### src/rtl/cpc_bus_pkg.sv
// cpc_bus_pkg: shared types and helpers for the CPC expansion-bus master.
package cpc_bus_pkg;

    typedef enum logic [3:0] {IDLE, REQ, T1, T2, TWI, TW, T3, DONE, ABORT, REL} state_t;

    typedef struct packed {
        logic mreq_b;
        logic ioreq_b;
        logic rd_b;
        logic wr_b;
    } strobe_t;

    localparam strobe_t STB_OFF = '{mreq_b: 1'b1, ioreq_b: 1'b1, rd_b: 1'b1, wr_b: 1'b1};

    function automatic int cnt_w(input int n);
        return (n > 1) ? $clog2(n) : 1;
    endfunction

endpackage

### src/rtl/cpc_bus_master_if.sv
// cpc_bus_master_if: command/response handshake plus Z80 expansion-bus pins.
interface cpc_bus_master_if;
    logic        CMD_VALID, CMD_READY, CMD_WRITE, CMD_IO;
    logic [15:0] CMD_ADDR;
    logic [7:0]  CMD_WDATA;
    logic        RSP_VALID, RSP_TIMEOUT;
    logic [7:0]  RSP_RDATA;
    logic        BUSRQ_B, BUSACK_B, READY;
    logic [15:0] A_OUT;
    logic        A_OE, D_OE;
    logic [7:0]  D_OUT, D_IN;
    logic        MREQ_B, IOREQ_B, RD_B, WR_B, M1_B, RFSH_B;

    modport master (
        input  CMD_VALID, CMD_WRITE, CMD_IO, CMD_ADDR, CMD_WDATA, BUSACK_B, READY, D_IN,
        output CMD_READY, RSP_VALID, RSP_RDATA, RSP_TIMEOUT, BUSRQ_B, A_OUT, A_OE,
               D_OUT, D_OE, MREQ_B, IOREQ_B, RD_B, WR_B, M1_B, RFSH_B
    );

    modport slave (
        output CMD_VALID, CMD_WRITE, CMD_IO, CMD_ADDR, CMD_WDATA, BUSACK_B, READY, D_IN,
        input  CMD_READY, RSP_VALID, RSP_RDATA, RSP_TIMEOUT, BUSRQ_B, A_OUT, A_OE,
               D_OUT, D_OE, MREQ_B, IOREQ_B, RD_B, WR_B, M1_B, RFSH_B
    );
endinterface

### src/rtl/cpc_bus_master.sv
// cpc_bus_master: requests the CPC bus and runs one Z80-timed memory or IO cycle per command.
module cpc_bus_master
    import cpc_bus_pkg::*;
#(
    parameter int ACK_TIMEOUT = 1024,
    parameter int MAX_WAIT    = 256,
    parameter bit HOLD_BUS    = 1'b0
) (
    input  logic              CLK,
    input  logic              RESET_B,
    cpc_bus_master_if.master  bus
);

    localparam int AW = cnt_w(ACK_TIMEOUT);
    localparam int WW = cnt_w(MAX_WAIT);

    state_t          state, nxt;
    logic [AW-1:0]   ack_cnt;
    logic [WW-1:0]   wait_cnt;
    logic            own, wr, io;
    logic [15:0]     addr;
    logic [7:0]      wdata, rdata;
    strobe_t         stb;

    always_ff @(posedge CLK or negedge RESET_B) begin
        if (!RESET_B) state <= IDLE;
        else          state <= nxt;
    end

    // own tracks bus ownership so HOLD_BUS can skip REQ on the next command
    always_ff @(posedge CLK or negedge RESET_B) begin
        if (!RESET_B) begin
            ack_cnt  <= '0;
            wait_cnt <= '0;
            own      <= 1'b0;
            wr       <= 1'b0;
            io       <= 1'b0;
            addr     <= '0;
            wdata    <= '0;
            rdata    <= '0;
        end else begin
            if (state == IDLE && bus.CMD_VALID) begin
                wr    <= bus.CMD_WRITE;
                io    <= bus.CMD_IO;
                addr  <= bus.CMD_ADDR;
                wdata <= bus.CMD_WDATA;
            end
            ack_cnt  <= (state == REQ) ? ack_cnt + 1'b1 : '0;
            wait_cnt <= (state == TW) ? wait_cnt + 1'b1 : '0;
            own      <= (state == REQ && !bus.BUSACK_B) || (own && state != REL);
            if (state == T3 && !wr) rdata <= bus.D_IN;
        end
    end

    always_comb begin
        nxt = state;
        case (state)
            IDLE:    if (bus.CMD_VALID) nxt = (HOLD_BUS && own) ? T1 : REQ;
            REQ:     nxt = !bus.BUSACK_B ? T1 : (ack_cnt == AW'(ACK_TIMEOUT - 1)) ? ABORT : REQ;
            T1:      nxt = T2;
            T2:      nxt = io ? TWI : bus.READY ? T3 : TW;
            TWI:     nxt = bus.READY ? T3 : TW;
            TW:      nxt = bus.READY ? T3 : (wait_cnt == WW'(MAX_WAIT - 1)) ? ABORT : TW;
            T3:      nxt = DONE;
            DONE:    nxt = HOLD_BUS ? IDLE : REL;
            ABORT:   nxt = REL;
            REL:     nxt = bus.BUSACK_B ? IDLE : REL;
            default: nxt = IDLE;
        endcase
    end

    always_comb begin
        stb = (state inside {T2, TWI, TW, T3})
            ? '{mreq_b: io, ioreq_b: !io, rd_b: wr, wr_b: !wr} : STB_OFF;
        bus.CMD_READY   = (state == IDLE);
        bus.RSP_VALID   = (state inside {DONE, ABORT});
        bus.RSP_TIMEOUT = (state == ABORT);
        bus.BUSRQ_B     = !(state == REQ || (own && state != REL));
        bus.A_OE        = (state inside {T1, T2, TWI, TW, T3, DONE});
        bus.D_OE        = wr && (state inside {T1, T2, TWI, TW, T3});
    end

    assign bus.MREQ_B    = stb.mreq_b;
    assign bus.IOREQ_B   = stb.ioreq_b;
    assign bus.RD_B      = stb.rd_b;
    assign bus.WR_B      = stb.wr_b;
    assign bus.M1_B      = 1'b1;
    assign bus.RFSH_B    = 1'b1;
    assign bus.A_OUT     = addr;
    assign bus.D_OUT     = wdata;
    assign bus.RSP_RDATA = rdata;

endmodule

### src/flat_wrapper.sv
// flat-port wrapper written by rule: the top's interface ports become plain ports
module cpc_bus_master_flat import cpc_bus_pkg::*;
#(
    parameter int ACK_TIMEOUT = 1024,
    parameter int MAX_WAIT    = 256,
    parameter bit HOLD_BUS    = 1'b0
)
  (CLK, RESET_B, bus_CMD_VALID, bus_CMD_WRITE, bus_CMD_IO, bus_CMD_ADDR, bus_CMD_WDATA, bus_BUSACK_B, bus_READY, bus_D_IN, bus_CMD_READY, bus_RSP_VALID, bus_RSP_RDATA, bus_RSP_TIMEOUT, bus_BUSRQ_B, bus_A_OUT, bus_A_OE, bus_D_OUT, bus_D_OE, bus_MREQ_B, bus_IOREQ_B, bus_RD_B, bus_WR_B, bus_M1_B, bus_RFSH_B);
  cpc_bus_master_if bus_i ();
  input  logic CLK;
  input  logic RESET_B;
  input wire logic [$bits(bus_i.CMD_VALID)-1:0] bus_CMD_VALID;
  input wire logic [$bits(bus_i.CMD_WRITE)-1:0] bus_CMD_WRITE;
  input wire logic [$bits(bus_i.CMD_IO)-1:0] bus_CMD_IO;
  input wire logic [$bits(bus_i.CMD_ADDR)-1:0] bus_CMD_ADDR;
  input wire logic [$bits(bus_i.CMD_WDATA)-1:0] bus_CMD_WDATA;
  input wire logic [$bits(bus_i.BUSACK_B)-1:0] bus_BUSACK_B;
  input wire logic [$bits(bus_i.READY)-1:0] bus_READY;
  input wire logic [$bits(bus_i.D_IN)-1:0] bus_D_IN;
  output wire logic [$bits(bus_i.CMD_READY)-1:0] bus_CMD_READY;
  output wire logic [$bits(bus_i.RSP_VALID)-1:0] bus_RSP_VALID;
  output wire logic [$bits(bus_i.RSP_RDATA)-1:0] bus_RSP_RDATA;
  output wire logic [$bits(bus_i.RSP_TIMEOUT)-1:0] bus_RSP_TIMEOUT;
  output wire logic [$bits(bus_i.BUSRQ_B)-1:0] bus_BUSRQ_B;
  output wire logic [$bits(bus_i.A_OUT)-1:0] bus_A_OUT;
  output wire logic [$bits(bus_i.A_OE)-1:0] bus_A_OE;
  output wire logic [$bits(bus_i.D_OUT)-1:0] bus_D_OUT;
  output wire logic [$bits(bus_i.D_OE)-1:0] bus_D_OE;
  output wire logic [$bits(bus_i.MREQ_B)-1:0] bus_MREQ_B;
  output wire logic [$bits(bus_i.IOREQ_B)-1:0] bus_IOREQ_B;
  output wire logic [$bits(bus_i.RD_B)-1:0] bus_RD_B;
  output wire logic [$bits(bus_i.WR_B)-1:0] bus_WR_B;
  output wire logic [$bits(bus_i.M1_B)-1:0] bus_M1_B;
  output wire logic [$bits(bus_i.RFSH_B)-1:0] bus_RFSH_B;
  assign bus_i.CMD_VALID = bus_CMD_VALID;
  assign bus_i.CMD_WRITE = bus_CMD_WRITE;
  assign bus_i.CMD_IO = bus_CMD_IO;
  assign bus_i.CMD_ADDR = bus_CMD_ADDR;
  assign bus_i.CMD_WDATA = bus_CMD_WDATA;
  assign bus_i.BUSACK_B = bus_BUSACK_B;
  assign bus_i.READY = bus_READY;
  assign bus_i.D_IN = bus_D_IN;
  assign bus_CMD_READY = bus_i.CMD_READY;
  assign bus_RSP_VALID = bus_i.RSP_VALID;
  assign bus_RSP_RDATA = bus_i.RSP_RDATA;
  assign bus_RSP_TIMEOUT = bus_i.RSP_TIMEOUT;
  assign bus_BUSRQ_B = bus_i.BUSRQ_B;
  assign bus_A_OUT = bus_i.A_OUT;
  assign bus_A_OE = bus_i.A_OE;
  assign bus_D_OUT = bus_i.D_OUT;
  assign bus_D_OE = bus_i.D_OE;
  assign bus_MREQ_B = bus_i.MREQ_B;
  assign bus_IOREQ_B = bus_i.IOREQ_B;
  assign bus_RD_B = bus_i.RD_B;
  assign bus_WR_B = bus_i.WR_B;
  assign bus_M1_B = bus_i.M1_B;
  assign bus_RFSH_B = bus_i.RFSH_B;
  cpc_bus_master #(.ACK_TIMEOUT(ACK_TIMEOUT), .MAX_WAIT(MAX_WAIT), .HOLD_BUS(HOLD_BUS)) u_core (.CLK(CLK), .RESET_B(RESET_B), .bus(bus_i));
endmodule
### config.mk
export PLATFORM = sky130hd
export DESIGN_NAME = cpc_bus_master_flat
export DESIGN_NICKNAME = d
export VERILOG_FILES = /design/src/rtl/cpc_bus_pkg.sv /design/src/rtl/cpc_bus_master_if.sv /design/src/rtl/cpc_bus_master.sv /design/src/flat_wrapper.sv
export SDC_FILE = /design/constraint.sdc
export NUM_CORES = 1
export LEC_CHECK = 0
export ABC_AREA = 1
export BUFFER_PORTS_ARGS = -buffer_cell sky130_fd_sc_hd__buf_2
export CORE_MARGIN = 3
export CORE_UTILIZATION = 51
export DETAILED_ROUTE_END_ITERATION = 10
export GPL_TIMING_DRIVEN = 0
export HOLD_SLACK_MARGIN = 0.08
export PLACE_DENSITY = 0.84
export SLEW_MARGIN = 30
export SYNTH_ARGS = -nofsm -noshare
export SYNTH_HDL_FRONTEND = slang
export SYNTH_SLANG_ARGS = --single-unit
### constraint.sdc
create_clock -name CLK -period 2.55 [get_ports CLK]
set_input_delay 0.1275 -clock CLK [delete_from_list [all_inputs] [get_ports CLK]]
set_output_delay 0.1275 -clock CLK [all_outputs]
set_load 0.03 [all_outputs]
==> out/metrics.cfg <==
[synth]
synth_top_family_by_area=simple AND/OR/NAND/NOR gates
synth_edf_count=0
synth.avg_cell_area_um2=10.5
synth.largest_area_cell=dfrtp_1
muxShareOfSynthArea_pct=16.4
yosysWarnings=0
synth_area_um2=2570
synth_compound_area_share_pct=4.82
postSynth.asyncResetShare_pct=100
seq_area_frac_synth_pct=55.5
yosysUniqueCellTypes=27
netlist_top_cells_area=dfrtp_1 (56%), mux2_4 (9.3%), mux2_2 (7.0%)
ys_ff_latch=57
yosys.area_share.adder_pct=0.974
synthSimpleGateAreaFrac_pct=16.6
yosys_most_used_dff=dfrtp_1
synthXorXnorAreaFrac_pct=0.341
netlist.area_leader.share_pct=55.5
netlist_instances=244

[setup_path]
reg2reg_depth=8
critPathSlowestCell=dfrtp_1
cp-end-kind=output port
reg2reg_from=u_core.state[2]
path_max_fanout=7
crit_path_max_incr_delay_ns=0.48
crit_chain=inv_1, nor2_2, nand2_1, inv_2, nor2_1, inv_1, nand2_1, buf_2
critical_path_buf_inv_count=4
worstSetupStartpoint=u_core.state[2]
r2r_slack_ns=0.74
timing.rr.end=u_core.state[0]
start_kind=register
path_delay_family=simple AND/OR/NAND/NOR gates
cp.required_ns=2.42
crit_type=register to output port
arrival_ns=2.26

[route]
drt_iter0_drc=258
viasPerCell=5.50
ant_nets=0
wl_per_cell_um=18.8
wirelength_um=8380
route.detailed.drc=0
dr.pass1.iters=6
routed-via-count=2449

[timing]
max-slew-margin-rel_pct=53.3
tightest_slew_ns=0.701
fmax_mhz=419
finalCriticalPeriod_ns=2.38
finalHoldViolCount=0
fin_skew_ns=0.0131
post-route-period-util_pct=93.5
slew_violations=0
rsz0062_at_grt=false
setup_tns_ns=0
setup_viol=0

[floorplan]
die_x_um=77.0
core-area_um2=4790
die_area_um2=5930
core.rowCount=25
ios=83
die_h_um=77.0
start_util_pct=53.7

[clock_network]
holdBufCountCts=36
post_cts_resized=0
root_buffer=clkbuf_8
postCtsSetupBuffers=0
cts_buffers=9
cts_tree=done
htreeDepth=3
clock_latency_ns=0.35
clkTransAtPathRegs_ns=0.07
clock-sinks=57
clockBufferDepth=2

[grt]
grt_pass1_vias=2606
track_usage_pct=29.6
overflow=0
grt_max_degree=58
grt_pass1_wl_um=13100
antenna_found_initial=1

[placed_design]
gp_congestion=0.790
dp.cells=392
placedInstanceArea_um2=3060
dp_hpwl_um=4000
port_buffers=80

[job]
cap_viol_max_count=0

[layout]
final_util_pct=75.1
final_area_um2=3600
stdcell_count=445
fillers=273
nets=413
final_layout_size_suffix_gt1_share_pct=36.9
area_growth_pct=39.9

[worst_hold_path]
worst_hold_path_type=input port to register
hold_depth=3
min_from=bus_CMD_VALID
holdPathEnd=u_core.state[0]

[pwr]
power.density_nw_per_um2=1280
power.leakage_nw=1.86
peakVddDrop_uv=907

[outcome]
status=completed

-- registers in the layout, summed over array words and instances, names as in the netlist --
signal and flops:
u_core.bus.D_OUT 8, u_core.wait_cnt 8, u_core.bus.RSP_RDATA 8, u_core.state 4
u_core.bus.A_OUT 16, u_core.ack_cnt 10, u_core.own 1, u_core.io 1
u_core.wr 1
-- synth_stat cells, drive strengths merged (2+ instances only) --
cell type,count
dfrtp,57
nand4,2
nand3,12
ha,2
nand2,44
inv,25
a21oi,17
nor3,6
mux2,32
nor2,31
o21ai,5
buf,4
-- worst reg2reg max path, stage by stage (launching register included) --
cell,delay (ns)
dfrtp_1,0.48
inv_1,0.13
nor2_2,0.28
nand2_1,0.21
nand3_1,0.16
nand2_1,0.07
nor2_1,0.17
nor2_1,0.08
nor2_1,0.14
-- where the power goes --
| part | leakage (nW) | internal [W] | switching [W] | total, W |
|---|---|---|---|---|
| Combinational | 1.06 | 0.000801 | 0.00154 | 0.00234 |
| Clock | 0.0891 | 0.000375 | 0.000384 | 0.000760 |
| Sequential | 0.709 | 0.00124 | 0.000260 | 0.00150 |
-- metal layers --
layer	track usage, %	vias to the layer above	part of all wire, %
li1	-	1053	-
met1	32.5	1164	36
met2	48.9	184	49
met3	8.57	48	8.9
met4	21.4	0	5.5
met5	0	-	0
-- worst max-delay path by stage --
stage	end	slack, ns	depth (start not counted)
after detailed placement	bus_RD_B	0.97	8
after floorplan	bus_D_OE	1.01	6
after global placement	u_core.state[0]	1.02	8
final	bus_RD_B	0.17	8
after global routing	bus_MREQ_B	0.11	8
after CTS	bus_IOREQ_B	0.52	8
-- stage by stage --
step / hold WS (ns) / total power (W) / worst slack (ns)
after floorplan: -0.168 / 0.00297 / 1.01
after global placement: 0.358 / 0.00350 / 1.02
after detailed placement: 0.220 / 0.00357 / 0.967
after CTS: 0.0879 / 0.00437 / 0.520
after global routing: 0.132 / 0.00476 / 0.114
final: 0.131 / 0.00460 / 0.166
-- cell families (layout without fill, tap and decap cells) --
group / Yosys count / count (layout)
fa+ha+maj: 2 / 2
xor+xnor: 1 / 1
other cells: 1 / 3
compound gates: 24 / 24
simple gates: 97 / 97
buf+inv: 30 / 162
flops: 57 / 57
mux: 32 / 32
-- cell usage in the layout, fill, tap and decap left out, drive strengths merged --
cell,synthesis,layout
a21oi,17,17
a31oi,1,1
buf,4,84
clkbuf,0,11
clkinv,1,5
clkinvlp,0,1
conb,1,2
dfrtp,57,57
diode,0,1
dlygate4sd3,0,36
ha,2,2
inv,25,25
mux2,32,32
nand2,44,44
nand3,12,12
nand3b,1,1
nand4,2,2
nor2,31,31
nor3,6,6
nor4,1,1
o21a,1,1
o21ai,5,5
xor2,1,1
-- final cells by class --
cell class	count	area [µm²]	area share, %
Sequential cell	57	1430	39.7
Multi-Input combinational cell	158	1010	28.1
Timing Repair Buffer	116	763	21.2
Clock buffer	11	141	3.93
Inverter	26	98.8	2.75
Tap cell	67	83.8	2.33
Buffer	4	37.5	1.04
Clock inverter	5	31.3	0.870
Antenna cell	1	2.50	0.0696
No activity file was read; power rests on OpenSTA's default activity.
